$ cat config.mk
export PLATFORM = sky130hd
export DESIGN_NAME = leaderboard_flat
export DESIGN_NICKNAME = d
export VERILOG_FILES = /design/src/rtl/leaderboard_if.sv /design/src/rtl/leaderboard.sv /design/src/flat_wrapper.sv
export SDC_FILE = /design/constraint.sdc
export NUM_CORES = 1
export LEC_CHECK = 0
export ABC_CLOCK_PERIOD_IN_PS = 10360
export CORE_ASPECT_RATIO = 1.4
export CORE_MARGIN = 10
export CORE_UTILIZATION = 47
export DETAILED_ROUTE_END_ITERATION = 10
export GPL_TIMING_DRIVEN = 0
export PLACE_DENSITY = 0.79
export RECOVER_POWER = 25
export SYNTH_ARGS = -nofsm -noshare
export SYNTH_HDL_FRONTEND = slang
export SYNTH_SLANG_ARGS = --single-unit
$ cat constraint.sdc
create_clock -name clk -period 10.36 [get_ports clk]
set_clock_uncertainty 0.1 [all_clocks]
set_input_delay 2.072 -clock clk [delete_from_list [all_inputs] [get_ports clk]]
set_output_delay 2.072 -clock clk [all_outputs]
set_load 0.02 [all_outputs]
$ cat src/rtl/leaderboard_if.sv
// Submission handshake between the timing core and the leaderboard:
// request/time/clear toward the board, and busy/done/rank back.
interface leaderboard_if #(
    parameter int TW = 39
);
    logic          record;
    logic          mode;
    logic [TW-1:0] new_time;
    logic          clear;
    logic          busy;
    logic          done;
    logic [1:0]    rank;

    modport master (
        output record, mode, new_time, clear,
        input  busy, done, rank
    );

    modport slave (
        input  record, mode, new_time, clear,
        output busy, done, rank
    );
endinterface

$ cat src/rtl/leaderboard.sv
// Two ranked top-three boards (count-up ascending, count-down descending).
// A submission scans one slot per cycle, then commits the whole board in one edge.
module leaderboard #(
    parameter int TW = 39
) (
    input  logic          clk,
    input  logic          rst_n,
    leaderboard_if.slave  lb,
    output logic [TW-1:0] up_time1,
    output logic [TW-1:0] up_time2,
    output logic [TW-1:0] up_time3,
    output logic [TW-1:0] down_time1,
    output logic [TW-1:0] down_time2,
    output logic [TW-1:0] down_time3,
    output logic [2:0]    up_valid,
    output logic [2:0]    down_valid
);
    typedef enum logic [1:0] {
        IDLE  = 2'd0,
        SCAN  = 2'd1,
        WRITE = 2'd2
    } state_t;

    state_t        state_reg;
    state_t        state_next;
    logic          busy;

    logic [TW-1:0] up_slot_reg   [3];
    logic [TW-1:0] down_slot_reg [3];
    logic [2:0]    up_valid_reg;
    logic [2:0]    down_valid_reg;

    logic [TW-1:0] time_reg;
    logic          mode_reg;
    logic [1:0]    idx_reg;
    logic [1:0]    pos_reg;
    logic          found_reg;
    logic [1:0]    rank_reg;
    logic          done_reg;

    logic [TW-1:0] cur_slot  [3];
    logic [2:0]    cur_valid;
    logic [TW-1:0] ins_slot  [3];
    logic [2:0]    ins_valid;
    logic [TW-1:0] scan_slot;
    logic          scan_valid;
    logic          scan_hit;

    // Candidate board: selected board with the latched time placed at pos_reg
    // and everything from pos_reg downward shifted one slot (old slot 3 drops).
    assign cur_valid = mode_reg ? up_valid_reg : down_valid_reg;

    generate
        for (genvar gi = 0; gi < 3; gi++) begin : g_slot
            localparam logic [1:0] SLOT = 2'(gi + 1);

            assign cur_slot[gi] = mode_reg ? up_slot_reg[gi] : down_slot_reg[gi];

            if (gi == 0) begin : g_head
                assign ins_slot[gi]  = (pos_reg == SLOT) ? time_reg : cur_slot[gi];
                assign ins_valid[gi] = (pos_reg == SLOT) ? 1'b1     : cur_valid[gi];
            end else begin : g_tail
                assign ins_slot[gi]  = (SLOT < pos_reg)  ? cur_slot[gi]  :
                                       (SLOT == pos_reg) ? time_reg      :
                                                           cur_slot[gi-1];
                assign ins_valid[gi] = (SLOT < pos_reg)  ? cur_valid[gi] :
                                       (SLOT == pos_reg) ? 1'b1          :
                                                           cur_valid[gi-1];
            end
        end
    endgenerate

    // A slot yields to the new time if it is empty or strictly worse; equal
    // entries keep their place so ties stay stable.
    always_comb begin
        scan_slot  = cur_slot[0];
        scan_valid = cur_valid[0];
        case (idx_reg)
            2'd2: begin
                scan_slot  = cur_slot[1];
                scan_valid = cur_valid[1];
            end
            2'd3: begin
                scan_slot  = cur_slot[2];
                scan_valid = cur_valid[2];
            end
            default: ;
        endcase
        scan_hit = !scan_valid ||
                   (mode_reg ? (time_reg < scan_slot) : (time_reg > scan_slot));
    end

    always_ff @(posedge clk) begin
        if (!rst_n) begin
            state_reg <= IDLE;
        end else begin
            state_reg <= state_next;
        end
    end

    always_comb begin
        state_next = state_reg;
        case (state_reg)
            IDLE:    if (lb.record) state_next = SCAN;
            SCAN:    if (idx_reg == 2'd3) state_next = WRITE;
            WRITE:   state_next = IDLE;
            default: state_next = IDLE;
        endcase
        if (lb.clear) begin
            state_next = IDLE;
        end
    end

    always_comb begin
        busy = (state_reg != IDLE);
    end

    always_ff @(posedge clk) begin
        if (!rst_n || lb.clear) begin
            for (int k = 0; k < 3; k++) begin
                up_slot_reg[k]   <= '0;
                down_slot_reg[k] <= '0;
            end
            up_valid_reg   <= '0;
            down_valid_reg <= '0;
            time_reg       <= '0;
            mode_reg       <= 1'b0;
            idx_reg        <= '0;
            pos_reg        <= '0;
            found_reg      <= 1'b0;
            rank_reg       <= '0;
            done_reg       <= 1'b0;
        end else begin
            done_reg <= 1'b0;
            case (state_reg)
                IDLE: begin
                    if (lb.record) begin
                        time_reg  <= lb.new_time;
                        mode_reg  <= lb.mode;
                        idx_reg   <= 2'd1;
                        pos_reg   <= 2'd0;
                        found_reg <= 1'b0;
                    end
                end
                SCAN: begin
                    if (!found_reg && scan_hit) begin
                        pos_reg   <= idx_reg;
                        found_reg <= 1'b1;
                    end
                    idx_reg <= idx_reg + 2'd1;
                end
                WRITE: begin
                    rank_reg <= found_reg ? pos_reg : 2'd0;
                    done_reg <= 1'b1;
                    if (found_reg) begin
                        if (mode_reg) begin
                            for (int k = 0; k < 3; k++) up_slot_reg[k] <= ins_slot[k];
                            up_valid_reg <= ins_valid;
                        end else begin
                            for (int k = 0; k < 3; k++) down_slot_reg[k] <= ins_slot[k];
                            down_valid_reg <= ins_valid;
                        end
                    end
                end
                default: ;
            endcase
        end
    end

    assign lb.busy    = busy;
    assign lb.done    = done_reg;
    assign lb.rank    = rank_reg;

    assign up_time1   = up_slot_reg[0];
    assign up_time2   = up_slot_reg[1];
    assign up_time3   = up_slot_reg[2];
    assign down_time1 = down_slot_reg[0];
    assign down_time2 = down_slot_reg[1];
    assign down_time3 = down_slot_reg[2];
    assign up_valid   = up_valid_reg;
    assign down_valid = down_valid_reg;
endmodule
$ cat src/flat_wrapper.sv
// flat-port wrapper written by rule: the top's interface ports become plain ports
module leaderboard_flat 
#(
    parameter int TW = 39
)
  (clk, rst_n, up_time1, up_time2, up_time3, down_time1, down_time2, down_time3, up_valid, down_valid, lb_record, lb_mode, lb_new_time, lb_clear, lb_busy, lb_done, lb_rank);
  leaderboard_if #(.TW(TW)) lb_i ();
  input  logic clk;
  input  logic rst_n;
  output logic [TW-1:0] up_time1;
  output logic [TW-1:0] up_time2;
  output logic [TW-1:0] up_time3;
  output logic [TW-1:0] down_time1;
  output logic [TW-1:0] down_time2;
  output logic [TW-1:0] down_time3;
  output logic [2:0] up_valid;
  output logic [2:0] down_valid;
  input wire logic [$bits(lb_i.record)-1:0] lb_record;
  input wire logic [$bits(lb_i.mode)-1:0] lb_mode;
  input wire logic [$bits(lb_i.new_time)-1:0] lb_new_time;
  input wire logic [$bits(lb_i.clear)-1:0] lb_clear;
  output wire logic [$bits(lb_i.busy)-1:0] lb_busy;
  output wire logic [$bits(lb_i.done)-1:0] lb_done;
  output wire logic [$bits(lb_i.rank)-1:0] lb_rank;
  assign lb_i.record = lb_record;
  assign lb_i.mode = lb_mode;
  assign lb_i.new_time = lb_new_time;
  assign lb_i.clear = lb_clear;
  assign lb_busy = lb_i.busy;
  assign lb_done = lb_i.done;
  assign lb_rank = lb_i.rank;
  leaderboard #(.TW(TW)) u_core (.clk(clk), .rst_n(rst_n), .lb(lb_i), .up_time1(up_time1), .up_time2(up_time2), .up_time3(up_time3), .down_time1(down_time1), .down_time2(down_time2), .down_time3(down_time3), .up_valid(up_valid), .down_valid(down_valid));
endmodule
**Word-level counts from Yosys, hierarchy flattened**

Memory sizes are Yosys's and may differ from the RTL's.
Cells that the tools add are included.
W data, S select, Z words.

- Register bits: 56
- RAM bits: 234
- Bits of input ports: 44
- Output and inout bits: 244
- Word-level logic and storage cells: 98
- Memories: 2

- $add $sub $neg: 1
- Magnitude comparators: 4
- Eq/ne operators: 10
- Multiplexer cells: 47
- Bitwise operators: 8
- Reduce and logical (&&, ||, !) cells: 16

Memories:

| name | depth | bits a word | rd ports | clocked after memory_dff | write ports | RTL line | source |
|---|---|---|---|---|---|---|---|
| u_core.down_slot_reg | 3 | 39 | 3 | 0 | 3 | leaderboard.sv:29 | `logic [TW-1:0] down_slot_reg [3];` |
| u_core.up_slot_reg | 3 | 39 | 3 | 0 | 3 | leaderboard.sv:28 | `logic [TW-1:0] up_slot_reg [3];` |

Operators by type and width:

| kind | number |
|---|---|
| $mux W39 | 14 |
| $pmux W39 S2 | 1 |
| $gt A39 B39 Y1 | 1 |
| $lt A39 B39 Y1 | 1 |
| $mux W1 | 21 |
| $pmux W2 S2 | 3 |
| $mux W2 | 5 |
| $reduce_and A3 Y1 | 3 |
| $eq A2 B2 Y1 const B | 3 |
| $or A1 B1 Y1 | 6 |
| $reduce_and A2 Y1 | 3 |
| $eq A2 B1 Y1 const B | 2 |
| $eq A2 B2 Y1 const A | 2 |
| $lt A2 B2 Y1 const A | 2 |
| $ne A2 B1 Y1 const B | 2 |
| $pmux W1 S2 | 2 |
| $reduce_bool A2 Y1 | 2 |
| $logic_not A1 Y1 | 3 |
| $mux W3 | 1 |
| $add A2 B1 Y2 const B | 1 |
| $logic_not A2 Y1 | 1 |
| $logic_or A1 B1 Y1 | 2 |
| $ne A2 B2 Y1 const B | 1 |
| $not A1 Y1 | 2 |
| 2 further kinds | 2 |

**Depth between registers and ports, before layout**

- Depth after elaboration: 8
- Gate-level depth with buffers: 17
- Mapped depth without buffers: 14

**Least setup slack after synthesis**

No wires, ideal clock.

- Path kind: reg-to-reg
- Start: reg u_core.mode_reg
- End: mem u_core.down_slot_reg[0][0] (enable)
- Setup time: 0.754 ns
- Data arrival time: 8.993 ns
- Data required time: 9.506 ns
- Setup slack: 0.513 ns
- Cell stages (with the launch flop): 5
- Buffers on the path: 3
- Period minus slack after synthesis: 9.847 ns
- Cells stage by stage: dfxtp_1 buf_6 buf_8 clkbuf_1 o21ai_0

RTL lines:

| element | RTL line | source |
|---|---|---|
| start: declaration | leaderboard.sv:34 | `logic mode_reg;` |
| start signal: assignment | leaderboard.sv:139 | `mode_reg <= lb.mode;` |
| end: declaration | leaderboard.sv:29 |  |

==> metrics <==
CP Data Arrival Time=5.73 ns; clock latency on the worst-skew pair=0.57 ns; Final nets=1834; Multi-input gate area=0.00567 sq mm; Seq cells post-synth=290; Sequential Area=roughly 0.0081 sq mm; Setup-failing EPs final=0; mean post-synth cell area=10.0 sq um; PortBufs=287; Avg WL per Cell=23.7 microns; post-synthesis compound-gate area fraction=12.1%; GR Util All Layers=25.5%; fin crit period=5.66 ns; FMAX=roughly 180 MHz; Placer Congestion=between 0.9 and 1; CP max FO=25; Synth Area in XOR/XNOR=0%; Detailed Routing Iterations Pass 1=6; initial antenna violation count=0; vias in the first global route=12700; Cell variety after synth=48; Starting Density=47.6%; Setup CP Type=in -> reg; DIE AREA=0.0379 sq mm; CTS Sinks=290; Final ANT Viol Nets=0; drt first-iter violations=1251; hpwl dp=37.1 mm; Worst Reg2Reg Path Length in Cells=6; DRC Markers=0; Worst R2R End=u_core.down_slot_reg[0][91]; Max VDD drop=0.116 mV; Hold-fix buffers, CTS=0; unrepaired setup endpoints after global routing=no; main combinational cell family by area after synthesis=simple AND/OR/NAND/NOR gates; CTS HTree Levels=1; P&R area growth vs syn=30.9%; Comb pwr share=11.5%; # rows=75; Max Slew Vio Count=124; total congestion overflow=0; Final Hold Fails=0; YS warnings=0; Post-CTS Resized=0; CP Capture Type=flop; Syn Nets=1510; # IOs=288; Psw=688 uW; CP startpoint kind=primary input; Worst EP required=10.43 ns; min-delay src=u_core.lb.rank[0]; worst hold endpoint=u_core.lb.rank[0]; Synth Area in Simple Gates=14.9%; mux cell area share after synthesis=under 10%; routed vias/inst=5.81; Worst Hold Path Cells=2; clock power share=between 40% and 50%; Max Buffers Root-to-Sink=3; r2r setup slk=5.43 ns; Die X=between 150 and 200 microns; Detailed Route WL=51.0 mm; adder-cell share of the synthesized area=~3.6%; Worst-path clk slew=0.07 ns; first-pass GRT wire length=75.4 mm; Post-Syn Area=approximately 0.014 sq mm; layout cell share with drive strength beyond 1=6.78%; root buffer cell=clkbuf_16; Util after Layout=62.4%; worst-margin pin slew=1.78 ns; CTS tree=done; Internal=approximately 2.1 mW; Pwr Density=148 mW/mm^2; pin count of the biggest net entering global routing=47; Post-Place Cell Area=0.0178 sq mm; # Post-CTS Setup Buffers=0; Hold WS=0.384 ns; failing checks=max-capacitance violations, max-slew violations; Sw Ratio=between 20 and 25%; Die Y=226 microns; outcome=finished with violations; Synth Instances=1425; ANT cells=0; Num CTS Buffers=28; Lkg Pwr=around 7 nW; Core Footprint=approximately 0.030 sq mm; post-synthesis sequential area ratio=57.0%; post-route cell area=approximately 0.019 sq mm; Final period util=54.6%; FF-to-FF Start=u_core.mode_reg; Flop pwr share=47.9%; total number of vias=12500; max_cap viols=5; worst hold path type=reg -> reg; worst rel slew slack=-20.2%; fillcell total=~2500
[area by class of cell]
| class | count | share of cell area, % |
|---|---|---|
| Sequential cell | 290 | 43.5 |
| Multi-Input combinational cell | 1027 | 30.3 |
| Timing Repair Buffer | 294 | 15.7 |
| Clock buffer | 30 | 3.90 |
| Tap cell | 385 | 2.57 |
| Buffer | 104 | 2.45 |
| Clock inverter | 22 | 1.47 |
| Inverter | 4 | 0.0802 |
[how the worst max path moves through the flow]
stage                                        to  slack [ns]         startpoint  cells after the start
floorplan            u_core.down_slot_reg[0][0]        0.51    u_core.mode_reg                      4
global placement    u_core.down_slot_reg[0][93]       -5.01    u_core.mode_reg                      4
detailed placement            u_core.pos_reg[0]        5.88  u_core.idx_reg[1]                     17
CTS                           u_core.pos_reg[0]        5.84  u_core.idx_reg[1]                     17
global route        u_core.down_slot_reg[0][47]        4.47           lb_clear                      6
finish              u_core.down_slot_reg[0][91]        4.70           lb_clear                      6
[synthesized netlist by cell type (all sizes together)]
cell type | n | share of area (%)
nand4 | 6 | 0.31
clkbuf | 81 | 2.3
a21o | 3 | 0.16
or2b | 1 | 0.061
nor2 | 329 | 8.6
mux2i | 82 | 5.7
nand2b | 5 | 0.22
nand3b | 1 | 0.052
and3 | 2 | 0.087
o21ai | 84 | 3.0
a211oi | 8 | 0.45
dfxtp | 56 | 7.8
nor3 | 3 | 0.17
o221ai | 2 | 0.17
or2 | 1 | 0.044
and2 | 1 | 0.044
o31a | 1 | 0.061
nand3 | 12 | 0.42
a221oi | 1 | 0.061
a21oi | 176 | 6.2
buf | 23 | 0.96
and2b | 1 | 0.052
ha | 41 | 3.6
inv | 4 | 0.10
nor2b | 4 | 0.17
nor4 | 1 | 0.044
a31o | 1 | 0.061
a31oi | 2 | 0.087
a221o | 1 | 0.070
o22a | 1 | 0.061
nand2 | 175 | 4.6
o21bai | 2 | 0.13
o22ai | 38 | 1.7
edfxtp | 234 | 49
mux2 | 42 | 3.3
[placed cells by master (no fill, tap or decap), types with 26 or more instances in the layout]
cell	synthesis	layout
dfxtp_1	56	56
o21ai_1	26	26
clkbuf_1	78	87
o22ai_1	38	38
clkbuf_16	0	29
nor2_1	329	329
mux2_2	41	41
mux2i_1	82	82
nand2_1	174	174
edfxtp_1	234	234
clkdlybuf4s50_1	0	285
o21ai_0	57	57
ha_1	41	41
a21oi_1	176	176
[power groups by stage]
| stage | Combinational (mW) | Clock, mW | Sequential [mW] |
|---|---|---|---|
| floorplan | 0.121 | 0 | 1.41 |
| global placement | 0.312 | 0 | 1.37 |
| detailed placement | 0.325 | 0 | 1.35 |
| CTS | 0.326 | 1.13 | 1.33 |
| global route | 0.341 | 1.18 | 1.34 |
| finish | 0.320 | 1.13 | 1.33 |
[per-layer routing]
metal	share of wire [%]	track usage, %	up-vias
li1	-	-	5695
met1	35	29.2	5964
met2	50	44.1	729
met3	9.5	5.51	142
met4	5.1	12.9	0
met5	0	0	-
[kinds of logic (layout without fill, tap and decap cells)]
family / after synthesis / count (layout)
and+or+nand+nor: 542 / 542
AOI/OAI and AO/OA: 320 / 320
DFF: 290 / 290
muxes: 124 / 124
buffers and inverters: 108 / 454
adders and majority gates: 41 / 41
[worst max-delay path: stages]
cell and delay (ns):
dlygate4sd3_1 0.54, nor2b_1 0.08, clkbuf_1 0.24, o21ai_0 0.72, clkbuf_1 0.85, clkbuf_1 1.20
[stage by stage]
stage | setup slack, ns | TNS, ns | power, mW | cells
finish | 4.70 | 0 | 2.78 | 2156
global route | 4.47 | 0 | 2.85 | 2156
CTS | 5.84 | 0 | 2.78 | 2156
detailed placement | 5.88 | 0 | 1.68 | 2104
global placement | -5.01 | -584.93 | 1.68 | 2097
floorplan | 0.513 | 0 | 1.53 | 1425
(Power assumes the default switching activity.)
